==> src/rtl/axi_iw_pkg.sv <==
// Shared types for the AXI ID-width transaction throttle: the drain FSM
// state encoding and the layout of one ID-tracking table entry.
package axi_iw_pkg;

   // Entry fields are sized for the widest supported configuration; the
   // table zero-extends narrower IDs and counts into them.
   localparam int unsigned ENTRY_ID_W  = 16;
   localparam int unsigned ENTRY_CNT_W = 16;

   typedef enum logic [1:0] {
      ST_RUN     = 2'd0,
      ST_DRAIN   = 2'd1,
      ST_DRAINED = 2'd2
   } thr_state_e;

   typedef struct packed {
      logic                   valid;
      logic [ENTRY_ID_W-1:0]  id;
      logic [ENTRY_CNT_W-1:0] cnt;
   } txn_entry_t;

endpackage

==> src/rtl/axi_iw_txn_table.sv <==
// One direction of outstanding-transaction tracking: a small table of
// {valid, id, cnt} entries plus a total counter. Produces the combinational
// allow for the ID currently presented and applies issue/retire updates.
module axi_iw_txn_table
   import axi_iw_pkg::*;
#(
   parameter  int unsigned IdWidth      = 4,
   parameter  int unsigned MaxUniqIds   = 4,
   parameter  int unsigned MaxTxnsPerId = 4,
   parameter  int unsigned MaxTxns      = 8,
   localparam int unsigned TotW         = $clog2(MaxTxns + 1)
) (
   input  logic               clk_i,
   input  logic               rst_i,
   input  logic               run_i,
   input  logic [IdWidth-1:0] req_id_i,
   input  logic               issue_i,
   input  logic               retire_i,
   input  logic [IdWidth-1:0] retire_id_i,
   output logic               allow_o,
   output logic [TotW-1:0]    tot_o
);

   localparam int unsigned IdxW = (MaxUniqIds > 1) ? $clog2(MaxUniqIds) : 1;

   txn_entry_t            entry_reg  [MaxUniqIds];
   txn_entry_t            entry_next [MaxUniqIds];
   logic [TotW-1:0]       tot_reg;
   logic [TotW-1:0]       tot_next;

   logic [ENTRY_ID_W-1:0] req_id_ext;
   logic [ENTRY_ID_W-1:0] ret_id_ext;
   logic                  req_hit;
   logic                  free_any;
   logic                  ret_hit;
   logic [IdxW-1:0]       req_idx;
   logic [IdxW-1:0]       free_idx;
   logic [IdxW-1:0]       ret_idx;
   logic                  issue_fire;
   logic                  ret_fire;
   logic [MaxUniqIds-1:0] inc_vec;
   logic [MaxUniqIds-1:0] dec_vec;

   assign req_id_ext = ENTRY_ID_W'(req_id_i);
   assign ret_id_ext = ENTRY_ID_W'(retire_id_i);

   // Table lookups; scanning downwards leaves the lowest matching index.
   always_comb begin
      req_hit  = 1'b0;
      req_idx  = '0;
      free_any = 1'b0;
      free_idx = '0;
      ret_hit  = 1'b0;
      ret_idx  = '0;
      for (int i = int'(MaxUniqIds) - 1; i >= 0; i--) begin
         if (entry_reg[i].valid && entry_reg[i].id == req_id_ext) begin
            req_hit = 1'b1;
            req_idx = IdxW'(i);
         end
         if (!entry_reg[i].valid) begin
            free_any = 1'b1;
            free_idx = IdxW'(i);
         end
         if (entry_reg[i].valid && entry_reg[i].cnt != '0 && entry_reg[i].id == ret_id_ext) begin
            ret_hit = 1'b1;
            ret_idx = IdxW'(i);
         end
      end
   end

   // Allow uses only registered table state and the presented ID.
   assign allow_o = run_i && (tot_reg < TotW'(MaxTxns)) &&
                    (req_hit ? (entry_reg[req_idx].cnt < ENTRY_CNT_W'(MaxTxnsPerId)) : free_any);

   assign issue_fire = issue_i && allow_o;
   // A retire with no live entry is dropped, which also keeps tot from underflowing.
   assign ret_fire   = retire_i && ret_hit;
   assign tot_o      = tot_reg;

   // Per-entry increment/decrement selects; a new ID takes the lowest free slot.
   genvar gi;
   for (gi = 0; gi < MaxUniqIds; gi++) begin : g_sel
      assign inc_vec[gi] = issue_fire &&
                           (req_hit ? (req_idx == IdxW'(gi)) : (free_idx == IdxW'(gi)));
      assign dec_vec[gi] = ret_fire && (ret_idx == IdxW'(gi));
   end

   // Next table contents; simultaneous issue and retire on one entry cancel out.
   always_comb begin
      entry_next = entry_reg;
      tot_next   = tot_reg;
      for (int i = 0; i < int'(MaxUniqIds); i++) begin
         if (inc_vec[i] && !dec_vec[i]) begin
            if (entry_reg[i].valid) begin
               entry_next[i].cnt = entry_reg[i].cnt + 1'b1;
            end else begin
               entry_next[i].valid = 1'b1;
               entry_next[i].id    = req_id_ext;
               entry_next[i].cnt   = ENTRY_CNT_W'(1);
            end
         end else if (dec_vec[i] && !inc_vec[i]) begin
            entry_next[i].cnt = entry_reg[i].cnt - 1'b1;
            if (entry_reg[i].cnt == ENTRY_CNT_W'(1)) begin
               entry_next[i].valid = 1'b0;
            end
         end
      end
      if (issue_fire && !ret_fire) begin
         tot_next = tot_reg + 1'b1;
      end else if (ret_fire && !issue_fire && tot_reg != '0) begin
         tot_next = tot_reg - 1'b1;
      end
   end

   // Table and total register; reset discards all tracking.
   always_ff @(posedge clk_i or posedge rst_i) begin
      if (rst_i) begin
         for (int i = 0; i < int'(MaxUniqIds); i++) begin
            entry_reg[i] <= '0;
         end
         tot_reg <= '0;
      end else begin
         entry_reg <= entry_next;
         tot_reg   <= tot_next;
      end
   end

endmodule

==> src/rtl/axi_iw_txn_throttle.sv <==
// Throttles AW/AR issue so that the downstream ID-width converter never sees
// more distinct IDs, per-ID or total transactions than it can remap. A drain
// FSM can stop new requests and report idle once everything has retired.
module axi_iw_txn_throttle
   import axi_iw_pkg::*;
#(
   parameter  int unsigned IdWidth      = 4,
   parameter  int unsigned MaxUniqIds   = 4,
   parameter  int unsigned MaxTxnsPerId = 4,
   parameter  int unsigned MaxTxns      = 8,
   localparam int unsigned CntW         = $clog2(MaxTxns + 1)
) (
   input  logic               clk_i,
   input  logic               rst_i,
   input  logic [IdWidth-1:0] slv_aw_id_i,
   input  logic               slv_aw_valid_i,
   output logic               slv_aw_ready_o,
   output logic               mst_aw_valid_o,
   input  logic               mst_aw_ready_i,
   input  logic [IdWidth-1:0] mst_b_id_i,
   input  logic               mst_b_valid_i,
   input  logic               mst_b_ready_i,
   input  logic [IdWidth-1:0] slv_ar_id_i,
   input  logic               slv_ar_valid_i,
   output logic               slv_ar_ready_o,
   output logic               mst_ar_valid_o,
   input  logic               mst_ar_ready_i,
   input  logic [IdWidth-1:0] mst_r_id_i,
   input  logic               mst_r_last_i,
   input  logic               mst_r_valid_i,
   input  logic               mst_r_ready_i,
   input  logic               drain_i,
   output logic               idle_o,
   output logic [CntW-1:0]    w_outstanding_o,
   output logic [CntW-1:0]    r_outstanding_o
);

   thr_state_e state_reg;
   thr_state_e state_next;
   logic       run;
   logic       aw_allow;
   logic       ar_allow;

   assign run = (state_reg == ST_RUN);

   // Handshake gating adds no latency: both sides see the same allow.
   assign mst_aw_valid_o = slv_aw_valid_i & aw_allow;
   assign slv_aw_ready_o = mst_aw_ready_i & aw_allow;
   assign mst_ar_valid_o = slv_ar_valid_i & ar_allow;
   assign slv_ar_ready_o = mst_ar_ready_i & ar_allow;

   axi_iw_txn_table #(
      .IdWidth     (IdWidth),
      .MaxUniqIds  (MaxUniqIds),
      .MaxTxnsPerId(MaxTxnsPerId),
      .MaxTxns     (MaxTxns)
   ) u_w_table (
      .clk_i      (clk_i),
      .rst_i      (rst_i),
      .run_i      (run),
      .req_id_i   (slv_aw_id_i),
      .issue_i    (mst_aw_valid_o & mst_aw_ready_i),
      .retire_i   (mst_b_valid_i & mst_b_ready_i),
      .retire_id_i(mst_b_id_i),
      .allow_o    (aw_allow),
      .tot_o      (w_outstanding_o)
   );

   axi_iw_txn_table #(
      .IdWidth     (IdWidth),
      .MaxUniqIds  (MaxUniqIds),
      .MaxTxnsPerId(MaxTxnsPerId),
      .MaxTxns     (MaxTxns)
   ) u_r_table (
      .clk_i      (clk_i),
      .rst_i      (rst_i),
      .run_i      (run),
      .req_id_i   (slv_ar_id_i),
      .issue_i    (mst_ar_valid_o & mst_ar_ready_i),
      .retire_i   (mst_r_valid_i & mst_r_ready_i & mst_r_last_i),
      .retire_id_i(mst_r_id_i),
      .allow_o    (ar_allow),
      .tot_o      (r_outstanding_o)
   );

   // Drain FSM next state; a dropped drain request always returns to RUN.
   always_comb begin
      state_next = state_reg;
      unique case (state_reg)
         ST_RUN: begin
            if (drain_i) state_next = ST_DRAIN;
         end
         ST_DRAIN: begin
            if (!drain_i) begin
               state_next = ST_RUN;
            end else if (w_outstanding_o == '0 && r_outstanding_o == '0) begin
               state_next = ST_DRAINED;
            end
         end
         ST_DRAINED: begin
            if (!drain_i) state_next = ST_RUN;
         end
         default: state_next = ST_RUN;
      endcase
   end

   // State register; idle is decoded straight from it so it is registered.
   always_ff @(posedge clk_i or posedge rst_i) begin
      if (rst_i) begin
         state_reg <= ST_RUN;
      end else begin
         state_reg <= state_next;
      end
   end

   assign idle_o = (state_reg == ST_DRAINED);

endmodule

==> config.mk <==
export PLATFORM = sky130hd
export DESIGN_NAME = axi_iw_txn_throttle
export DESIGN_NICKNAME = d
export VERILOG_FILES = /design/src/rtl/axi_iw_pkg.sv /design/src/rtl/axi_iw_txn_table.sv /design/src/rtl/axi_iw_txn_throttle.sv
export SDC_FILE = /design/constraint.sdc
export NUM_CORES = 1
export LEC_CHECK = 0
export BUFFER_PORTS_ARGS = -buffer_cell sky130_fd_sc_hd__buf_2
export CAP_MARGIN = 30
export CORE_MARGIN = 1
export CORE_UTILIZATION = 69
export DETAILED_ROUTE_END_ITERATION = 7
export GPL_TIMING_DRIVEN = 0
export PLACE_DENSITY_LB_ADDON = 0.1
export SYNTH_ARGS = -nofsm -noshare
export SYNTH_HDL_FRONTEND = slang
export SYNTH_SLANG_ARGS = --single-unit
export TNS_END_PERCENT = 30
==> constraint.sdc <==
create_clock -name clk_i -period 17 [get_ports clk_i]
set_input_delay 1.7 -clock clk_i [delete_from_list [all_inputs] [get_ports clk_i]]
set_output_delay 1.7 -clock clk_i [all_outputs]
set_load 0.01 [all_outputs]
==> results of run 1 <==
[final timing paths]
path | startpoint | end | slack (ns) | cells past startpoint
worst min-delay path | u_r_table.entry_reg[81] | u_r_table.entry_reg[81] | 0.48 | 1
worst max register to register | u_w_table.entry_reg[9] | u_w_table.entry_reg[71] | 12.18 | 15
worst max-delay path | slv_aw_id_i[2] | u_w_table.entry_reg[71] | 11.44 | 14
max in group asynchronous | rst_i | u_w_table.entry_reg[48] | 14.81 | 3
worst min register to register | u_r_table.entry_reg[81] | u_r_table.entry_reg[81] | 0.48 | 1
min in group asynchronous | rst_i | u_w_table.entry_reg[81] | 1.31 | 2
[synth_stat cells (10+ instances only)]
cell / n / area, sq um
sky130_fd_sc_hd__a21o_1: 11 / 82.6
sky130_fd_sc_hd__a21oi_1: 124 / 621
sky130_fd_sc_hd__a22oi_1: 47 / 353
sky130_fd_sc_hd__a31oi_1: 28 / 175
sky130_fd_sc_hd__and2_1: 19 / 119
sky130_fd_sc_hd__and3_1: 55 / 344
sky130_fd_sc_hd__buf_1: 12 / 45.0
sky130_fd_sc_hd__clkbuf_1: 101 / 379
sky130_fd_sc_hd__dfrtp_1: 178 / 4450
sky130_fd_sc_hd__ha_1: 44 / 551
sky130_fd_sc_hd__inv_1: 50 / 188
sky130_fd_sc_hd__mux2_2: 19 / 214
sky130_fd_sc_hd__nand2_1: 112 / 420
sky130_fd_sc_hd__nand2b_1: 17 / 106
sky130_fd_sc_hd__nand3_1: 52 / 260
sky130_fd_sc_hd__nand4_1: 21 / 131
sky130_fd_sc_hd__nor2_1: 176 / 661
sky130_fd_sc_hd__nor2b_1: 14 / 87.6
sky130_fd_sc_hd__nor3_1: 66 / 330
sky130_fd_sc_hd__nor4_1: 39 / 244
sky130_fd_sc_hd__o21ai_0: 115 / 576
sky130_fd_sc_hd__o22ai_1: 39 / 244
sky130_fd_sc_hd__o31ai_1: 111 / 833
sky130_fd_sc_hd__or3_1: 10 / 62.6
sky130_fd_sc_hd__xnor2_1: 21 / 184
sky130_fd_sc_hd__xor2_1: 39 / 342
[layout make-up]
class                           count  area (sq um)  share of cell area [%]
Antenna cell                        1          2.50                  0.0175
Buffer                            119           473                    3.30
Clock buffer                       24           492                    3.43
Clock inverter                      8           101                   0.708
Inverter                           53           206                    1.44
Multi-Input combinational cell   1306          8100                    56.5
Sequential cell                   178          4450                    31.1
Tap cell                          234           293                    2.04
Timing Repair Buffer               36           203                    1.42
[routing by layer]
metal	global-route usage, %	part of all wire, %
met4	12.0	1.8
met5	0	0
met2	61.0	49
met1	48.1	43
met3	4.14	6.7
[power breakdown]
group / switching (W) / total (W) / internal, W / leakage, nW
logic: 0.000300 / 0.000497 / 0.000197 / 3.30
clock network: 0.000171 / 0.000403 / 0.000232 / 0.294
registers: 0.0000892 / 0.000586 / 0.000497 / 2.36
total: 0.000560 / 0.00149 / 0.000926 / 5.95
[critical path: cells and delay by family]
kind | cells | cell delay (ns)
buffers and inverters | 4 | 1.51
XOR/XNOR | 1 | 0.19
AND/OR/NAND/NOR | 2 | 0.84
AO/OA/AOI/OAI | 6 | 1.46
adder cells (fa/ha/maj) | 1 | 0.16
[kinds of logic (layout without fill, tap and decap cells)]
group           Yosys count  after routing  share of synthesized area (%)
simple gates            633            633                           24.2
compound gates          541            541                           26.3
flops                   178            178                           33.7
buf+inv                 172            240                           5.08
xor+xnor                 60             60                           3.97
fa+ha+maj                46             46                           4.47
mux                      26             26                           2.25
other cells               0              1                              0
[per-stage QoR]
stage | cells | utilization (%)
after detailed placement | 1926 | 73.1
after CTS | 1958 | 76.3
after floorplan | 1656 | -
final | 1959 | 76.3
after global placement | 1925 | 73.0
after global routing | 1958 | 76.3
==> flow_results.xml, run 1 <==
<?xml version="1.0" encoding="UTF-8"?>
<metrics>
  <group name="place">
    <metric name="post_dp_cell_area" unit="sq um">13700</metric>
    <metric name="io_buffers" unit="">35</metric>
    <metric name="dp_hpwl" unit="um">23800</metric>
    <metric name="finalWeightedCongestion" unit="">0.945</metric>
    <metric name="place_worst_setup_slack" unit="ns">11.10</metric>
  </group>
  <group name="clocking">
    <metric name="cts-htree-levels" unit="">4</metric>
    <metric name="cts.reportedPaths.clkPinSlew" unit="ns">0.07</metric>
    <metric name="tritoncts_clock_tree" unit="">done</metric>
    <metric name="cts_made_buffers" unit="">17</metric>
    <metric name="ctsLongestPathBuffers" unit="">2</metric>
    <metric name="clock_insertion_delay_worst_skew" unit="ns">0.44</metric>
    <metric name="post_cts_resized" unit="">0</metric>
    <metric name="cts_hold_buf" unit="">0</metric>
    <metric name="cts_setup_buffers" unit="">0</metric>
    <metric name="cts_num_sinks" unit="">178</metric>
    <metric name="clock-root-buffer" unit="">sky130_fd_sc_hd__clkbuf_16</metric>
  </group>
  <group name="floorplan">
    <metric name="floorplan.initialDensity" unit="%">70.5</metric>
    <metric name="chipHeight" unit="um">140</metric>
    <metric name="placementRows" unit="">50</metric>
    <metric name="num_io_pins" unit="">41</metric>
    <metric name="coreArea" unit="sq um">18800</metric>
    <metric name="chipWidth" unit="um">140</metric>
    <metric name="fp.dieArea" unit="sq um">19700</metric>
  </group>
  <group name="synth">
    <metric name="synthCells" unit="">1656</metric>
    <metric name="yosysWarnings" unit="">0</metric>
    <metric name="yosys_register_bits" unit="">178</metric>
    <metric name="synth_edf_count" unit="">0</metric>
    <metric name="async_sr_flop_fraction" unit="%">100</metric>
    <metric name="dominant_register_cell_in_the_synthesized_netlist" unit="">sky130_fd_sc_hd__dfrtp_1</metric>
    <metric name="synth.net_count" unit="">1730</metric>
    <metric name="post_synth.cell_area_avg" unit="sq um">7.99</metric>
    <metric name="synth.yosys.seq_area_share" unit="%">33.7</metric>
    <metric name="netlist-cell-type-count" unit="">73</metric>
    <metric name="mappedNetlistArea" unit="sq um">13200</metric>
  </group>
  <group name="drt">
    <metric name="routed-via-count" unit="">13300</metric>
    <metric name="initialDrtViolationCount" unit="">1409</metric>
    <metric name="routed_wirelength" unit="um">34700</metric>
    <metric name="first_pass_iters" unit="">8</metric>
    <metric name="remaining_drcs" unit="">4</metric>
    <metric name="drtAntennaViolNets" unit="">0</metric>
    <metric name="mean_routed_wirelength_per_cell" unit="um">17.7</metric>
    <metric name="vias_per_cell" unit="">6.81</metric>
  </group>
  <group name="worst_setup_path">
    <metric name="crit_path_frequent_cell" unit="">sky130_fd_sc_hd__clkbuf_1</metric>
    <metric name="crit_type" unit="">primary input to flop</metric>
    <metric name="crit_chain" unit="">clkbuf_1 &gt; xnor2_1 &gt; nor3b_1 &gt; o31a_1 &gt; o211ai_1 &gt; a21oi_4 &gt; o311a_1 &gt; ha_1 &gt; clkbuf_1 &gt; and2_1 &gt; clkbuf_1 &gt; clkbuf_1 &gt; a22oi_1 &gt; o31ai_1</metric>
    <metric name="timing.critical_path.required" unit="ns">17.32</metric>
    <metric name="crit_path_start_kind" unit="">primary input</metric>
    <metric name="cp_data_arrival_time" unit="ns">5.89</metric>
    <metric name="worst_path_max_delay_cell" unit="">sky130_fd_sc_hd__nor3b_1</metric>
    <metric name="critical_path.endpoint_type" unit="">flop</metric>
    <metric name="top_fanout_value_on_the_critical_path" unit="">10</metric>
    <metric name="critical_path.max_stage_delay" unit="ns">0.65</metric>
  </group>
  <group name="final_layout">
    <metric name="ratio_of_cells_with_drive_above_1_in_the_final_layout" unit="%">6.38</metric>
    <metric name="nNetsFinal" unit="">1785</metric>
    <metric name="final_common_cell" unit="">sky130_fd_sc_hd__dfrtp_1</metric>
    <metric name="layout_common_cells" unit="">178 x sky130_fd_sc_hd__dfrtp_1, 176 x sky130_fd_sc_hd__nor2_1, 124 x sky130_fd_sc_hd__a21oi_1, 115 x sky130_fd_sc_hd__o21ai_0, 112 x sky130_fd_sc_hd__nand2_1</metric>
    <metric name="fin_area" unit="sq um">14300</metric>
    <metric name="n_fill_cell" unit="">1391</metric>
    <metric name="synthToLayoutAreaGrowth" unit="%">8.31</metric>
  </group>
  <group name="run_status">
    <metric name="violations" unit="">design-rule violations</metric>
    <metric name="status" unit="">finished, violations left</metric>
  </group>
  <group name="timing">
    <metric name="grt_setup_unrepaired" unit="">no</metric>
    <metric name="slew_worst_pin" unit="ns">0.762</metric>
    <metric name="final.hold.worst_slack" unit="ns">0.482</metric>
    <metric name="maxClockFrequency" unit="GHz">0.180</metric>
    <metric name="timing.final.crit_period" unit="ns">5.56</metric>
    <metric name="hold_viol" unit="">0</metric>
    <metric name="worst_slew_margin_rel" unit="%">48.7</metric>
    <metric name="worst_clock_skew" unit="ns">0.0108</metric>
    <metric name="final-max-slew-violation-count" unit="">0</metric>
    <metric name="timing.final.crit_share" unit="%">32.7</metric>
    <metric name="finalSetupTns" unit="ns">0</metric>
    <metric name="setup_slack" unit="ns">11.44</metric>
    <metric name="setup_viol" unit="">0</metric>
  </group>
  <group name="global_routing">
    <metric name="grt_pass1_wl" unit="um">58600</metric>
    <metric name="antenna_found_initial" unit="">0</metric>
    <metric name="first_global_vias" unit="">12200</metric>
    <metric name="grt_remaining_overflow" unit="">0</metric>
    <metric name="grt_max_degree" unit="">108</metric>
    <metric name="track_usage" unit="%">36.0</metric>
  </group>
  <group name="pwr">
    <metric name="static-leakage-power" unit="nW">5.95</metric>
    <metric name="powerDensity" unit="nW/um^2">104</metric>
    <metric name="post-layout-total-power" unit="W">0.00149</metric>
    <metric name="worst_vdd_ir" unit="V">0.0000927</metric>
  </group>
  <group name="worst_hold_path">
    <metric name="class_of_the_worst_hold_path" unit="">flop to flop</metric>
  </group>
  <group name="run">
    <metric name="drv.max_cap_violation_count" unit="">0</metric>
  </group>
</metrics>
Power figures use the tool's default switching activity.
==> run 2, diff against run 1 <==
--- a/config.mk
+++ b/config.mk
@@ -5,10 +5,11 @@
 export SDC_FILE = /design/constraint.sdc
 export NUM_CORES = 1
 export LEC_CHECK = 0
+export ABC_AREA = 1
 export BUFFER_PORTS_ARGS = -buffer_cell sky130_fd_sc_hd__buf_2
 export CAP_MARGIN = 30
 export CORE_MARGIN = 1
-export CORE_UTILIZATION = 69
+export CORE_UTILIZATION = 58
 export DETAILED_ROUTE_END_ITERATION = 7
 export GPL_TIMING_DRIVEN = 0
 export PLACE_DENSITY_LB_ADDON = 0.1
==> constraint.sdc (replaced) <==
create_clock -name clk_i -period 4.86 [get_ports clk_i]
set_input_delay 0.486 -clock clk_i [delete_from_list [all_inputs] [get_ports clk_i]]
set_output_delay 0.486 -clock clk_i [all_outputs]
set_load 0.01 [all_outputs]
==> run 2 against run 1 <==
  * The run now ends clean
  * Cell area is 7.8% higher
  * Combinational power grew to 3.4 times the previous value
  * Power grew to 3.5 times the previous value
  * Sequential cell count stayed put
  * Setup slack worse by 10 ns
  * Hold slack worse by 0.32 ns
  * Count of clock-buffer cells in the layout is 5 lower
  * Routed wire length is 3.9% higher
==> flow_results.xml, run 2 <==
<?xml version="1.0" encoding="UTF-8"?>
<metrics>
  <group name="run_status">
    <metric name="status" unit="">complete, no violations</metric>
  </group>
  <group name="synth">
    <metric name="mappedNetlistArea" unit="sq um">14200</metric>
    <metric name="synthCells" unit="">2106</metric>
    <metric name="synth_top_cells_by_count" unit="">398 x sky130_fd_sc_hd__nand2_1, 277 x sky130_fd_sc_hd__nor2_1, 259 x sky130_fd_sc_hd__inv_1</metric>
    <metric name="synth.net_count" unit="">2180</metric>
    <metric name="yosys.area.top_type" unit="">sky130_fd_sc_hd__dfrtp_1</metric>
    <metric name="post_synth_main_area_contributors" unit="">sky130_fd_sc_hd__dfrtp_1 31%, sky130_fd_sc_hd__nand2_1 11%, sky130_fd_sc_hd__o21ai_0 7.7%</metric>
    <metric name="synth_edf_count" unit="">0</metric>
    <metric name="async_sr_flop_fraction" unit="%">100</metric>
    <metric name="yosys.area.top_type_share" unit="%">31.4</metric>
    <metric name="post-synth-top-count-cell" unit="">sky130_fd_sc_hd__nand2_1</metric>
    <metric name="post_synth.cell_area_avg" unit="sq um">6.73</metric>
    <metric name="yosys_register_bits" unit="">178</metric>
    <metric name="yosysWarnings" unit="">0</metric>
    <metric name="synth.yosys.seq_area_share" unit="%">31.4</metric>
    <metric name="netlist-cell-type-count" unit="">67</metric>
    <metric name="dominant_register_cell_in_the_synthesized_netlist" unit="">sky130_fd_sc_hd__dfrtp_1</metric>
  </group>
  <group name="floorplan">
    <metric name="floorplan.initialDensity" unit="%">59.7</metric>
    <metric name="coreArea" unit="sq um">23800</metric>
    <metric name="chipHeight" unit="um">158</metric>
    <metric name="placementRows" unit="">56</metric>
    <metric name="fp.dieArea" unit="sq um">25100</metric>
    <metric name="chipWidth" unit="um">158</metric>
    <metric name="num_io_pins" unit="">41</metric>
  </group>
  <group name="drt">
    <metric name="initialDrtViolationCount" unit="">1239</metric>
    <metric name="routed_wirelength" unit="um">36100</metric>
    <metric name="mean_routed_wirelength_per_cell" unit="um">14.5</metric>
    <metric name="wl_met1" unit="um">16400</metric>
    <metric name="top_layer" unit="">met4</metric>
    <metric name="first_pass_iters" unit="">6</metric>
    <metric name="remaining_drcs" unit="">0</metric>
    <metric name="vias_per_cell" unit="">5.74</metric>
    <metric name="detailroute.wirelength.met2" unit="um">17300</metric>
    <metric name="drtAntennaViolNets" unit="">0</metric>
    <metric name="wl_met3" unit="um">1820</metric>
    <metric name="routed-via-count" unit="">14300</metric>
  </group>
  <group name="worst_setup_path">
    <metric name="crit_type" unit="">flop to flop</metric>
    <metric name="ff2ff_path_depth" unit="">18</metric>
    <metric name="reg2reg_setup_slack" unit="ns">1.08</metric>
    <metric name="crit_chain" unit="">nor2_2 &gt; inv_2 &gt; nor2_4 &gt; inv_2 &gt; nor3_2 &gt; nand2_1 &gt; nand4_1 &gt; nand2_1 &gt; a21oi_1 &gt; nand2_1 &gt; inv_1 &gt; nand2_1 &gt; ha_1 &gt; clkbuf_1 &gt; clkinv_1 &gt; clkbuf_1 &gt; o21ai_0 &gt; o21ai_0</metric>
    <metric name="top_fanout_value_on_the_critical_path" unit="">10</metric>
    <metric name="timing.critical_path.required" unit="ns">5.17</metric>
    <metric name="cp_data_arrival_time" unit="ns">4.09</metric>
    <metric name="crit_path_frequent_cell" unit="">sky130_fd_sc_hd__nand2_1</metric>
    <metric name="crit_path_start_kind" unit="">flop</metric>
    <metric name="crit-reg2reg-capture" unit="">u_w_table.entry_reg[4]</metric>
    <metric name="critical_path.endpoint_type" unit="">flop</metric>
    <metric name="worst_r2r_start" unit="">u_w_table.entry_reg[105]</metric>
    <metric name="worst_path_max_delay_cell" unit="">sky130_fd_sc_hd__dfrtp_1</metric>
    <metric name="critical_path.max_stage_delay" unit="ns">0.44</metric>
  </group>
  <group name="timing">
    <metric name="grt_setup_unrepaired" unit="">no</metric>
    <metric name="hold_viol" unit="">0</metric>
    <metric name="worst_clock_skew" unit="ns">0.0134</metric>
    <metric name="final-max-slew-violation-count" unit="">0</metric>
    <metric name="timing.final.crit_period" unit="ns">3.78</metric>
    <metric name="maxClockFrequency" unit="GHz">0.265</metric>
    <metric name="worst_slew_margin_rel" unit="%">43.2</metric>
    <metric name="slew_worst_pin" unit="ns">0.845</metric>
    <metric name="timing.final.crit_share" unit="%">77.7</metric>
    <metric name="finalSetupTns" unit="ns">0</metric>
    <metric name="setup_viol" unit="">0</metric>
  </group>
  <group name="clocking">
    <metric name="cts_setup_buffers" unit="">0</metric>
    <metric name="clock_insertion_delay_worst_skew" unit="ns">0.44</metric>
    <metric name="cts_hold_buf" unit="">0</metric>
    <metric name="ctsLongestPathBuffers" unit="">2</metric>
    <metric name="cts_num_sinks" unit="">178</metric>
    <metric name="cts.reportedPaths.clkPinSlew" unit="ns">0.08</metric>
    <metric name="tritoncts_clock_tree" unit="">done</metric>
    <metric name="cts-htree-levels" unit="">4</metric>
    <metric name="clock-root-buffer" unit="">sky130_fd_sc_hd__clkbuf_16</metric>
    <metric name="cts_made_buffers" unit="">17</metric>
    <metric name="post_cts_resized" unit="">0</metric>
  </group>
  <group name="place">
    <metric name="finalWeightedCongestion" unit="">0.883</metric>
    <metric name="io_buffers" unit="">36</metric>
    <metric name="dp_hpwl" unit="um">26400</metric>
  </group>
  <group name="final_layout">
    <metric name="ratio_of_cells_with_drive_above_1_in_the_final_layout" unit="%">8.91</metric>
    <metric name="layout_common_cells" unit="">398 x sky130_fd_sc_hd__nand2_1, 277 x sky130_fd_sc_hd__nor2_1, 258 x sky130_fd_sc_hd__inv_1, 218 x sky130_fd_sc_hd__o21ai_0, 178 x sky130_fd_sc_hd__dfrtp_1</metric>
    <metric name="synthToLayoutAreaGrowth" unit="%">8.86</metric>
    <metric name="final_common_cell" unit="">sky130_fd_sc_hd__nand2_1</metric>
    <metric name="antenna-diode-count" unit="">0</metric>
    <metric name="final_util" unit="%">65.0</metric>
    <metric name="nNetsFinal" unit="">2239</metric>
  </group>
  <group name="global_routing">
    <metric name="antenna_found_initial" unit="">0</metric>
    <metric name="grt_max_degree" unit="">42</metric>
    <metric name="track_usage" unit="%">29.8</metric>
    <metric name="grt_pass1_wl" unit="um">60700</metric>
    <metric name="grt_remaining_overflow" unit="">0</metric>
    <metric name="first_global_vias" unit="">13200</metric>
  </group>
  <group name="worst_hold_path">
    <metric name="class_of_the_worst_hold_path" unit="">primary input to async pin</metric>
  </group>
  <group name="pwr">
    <metric name="netSwitchingFraction" unit="%">39.6</metric>
    <metric name="share_comb_of_total_power" unit="%">31.8</metric>
    <metric name="powerDensity" unit="nW/um^2">341</metric>
    <metric name="static-leakage-power" unit="nW">6.87</metric>
    <metric name="internal-power" unit="W">0.00317</metric>
    <metric name="p_switching" unit="W">0.00208</metric>
    <metric name="worst_vdd_ir" unit="V">0.000224</metric>
    <metric name="share_clk_of_total_power" unit="%">27.2</metric>
    <metric name="p_seq_share" unit="%">40.9</metric>
  </group>
  <group name="run">
    <metric name="drv.max_cap_violation_count" unit="">0</metric>
  </group>
</metrics>
==> run 2: logic make-up after synthesis <==
family	after synthesis	share of synthesized area, %
AOI/OAI and AO/OA	520	20.7
adders and majority gates	46	4.17
buffers and inverters	340	9.42
DFF	178	31.4
xor gates and xnor gates	49	3.08
and+or+nand+nor	973	31.2
==> run 2: worst max path at each step <==
stage / depth (start not counted) / slack [ns] / to / from
6_report: 18 / 1.08 / u_w_table.entry_reg[4] / u_w_table.entry_reg[105]
5_1_grt: 18 / 0.80 / u_w_table.entry_reg[4] / u_w_table.entry_reg[105]
4_1_cts: 18 / 1.16 / u_w_table.entry_reg[4] / u_w_table.entry_reg[105]
3_5_place_dp: 20 / 1.15 / u_w_table.entry_reg[4] / slv_aw_id_i[3]
3_3_place_gp: 2 / 0.84 / u_w_table.entry_reg[44] / rst_i
2_1_floorplan: 16 / 1.92 / u_r_table.entry_reg[74] / slv_ar_id_i[0]
==> run 2: area by class of cell <==
| class | count | area, sq um |
|---|---|---|
| sequential | 178 | 4450 |
| timing repair buffer | 40 | 260 |
| clock inverter | 13 | 150 |
| tap | 319 | 399 |
| clock buffer | 19 | 443 |
| fill | 2130 | 8320 |
| buffer | 53 | 259 |
| multi-input combinational | 1588 | 8390 |
| inverter | 287 | 1080 |
==> run 2: power by group through the flow <==
stage	sequential [W]	combinational [W]	clock, W
finish	0.00215	0.00167	0.00143
global route	0.00221	0.00192	0.00151
floorplan	0.00210	0.00128	0
CTS	0.00214	0.00166	0.00145
detailed placement	0.00216	0.00165	0
global placement	0.00216	0.00159	0
==> run 2: routing by layer <==
| metal | global-route usage, % | up-vias |
|---|---|---|
| met1 | 38.1 | 6690 |
| met4 | 9.75 | 0 |
| met2 | 52.1 | 419 |
| met3 | 3.51 | 49 |
| met5 | 0 | - |
| li1 | - | 7172 |
==> run 2: metrics by stage <==
| step | cell area, sq um | instances | worst slack (ns) | total power, W | hold WS, ns |
|---|---|---|---|---|---|
| 5_1_grt | 15400 | 2497 | 0.804 | 0.00563 | 0.215 |
| 3_5_place_dp | 14800 | 2465 | 1.15 | 0.00381 | 0.513 |
| 6_report | 15400 | 2497 | 1.08 | 0.00526 | 0.162 |
| 4_1_cts | 15400 | 2497 | 1.16 | 0.00526 | 0.176 |
| 3_3_place_gp | 14800 | 2461 | 0.836 | 0.00375 | 0.506 |
| 2_1_floorplan | 14200 | 2106 | 1.92 | 0.00338 | 0.478 |
==> run 2: worst max-delay path: cells and delay by family (launching register included) <==
family                     cells  cell delay [ns]
AOI/OAI and AO/OA              3             0.41
adders and majority gates      1             0.27
DFF                            1             0.44
buffers and inverters          6             1.30
and+or+nand+nor                8             1.23
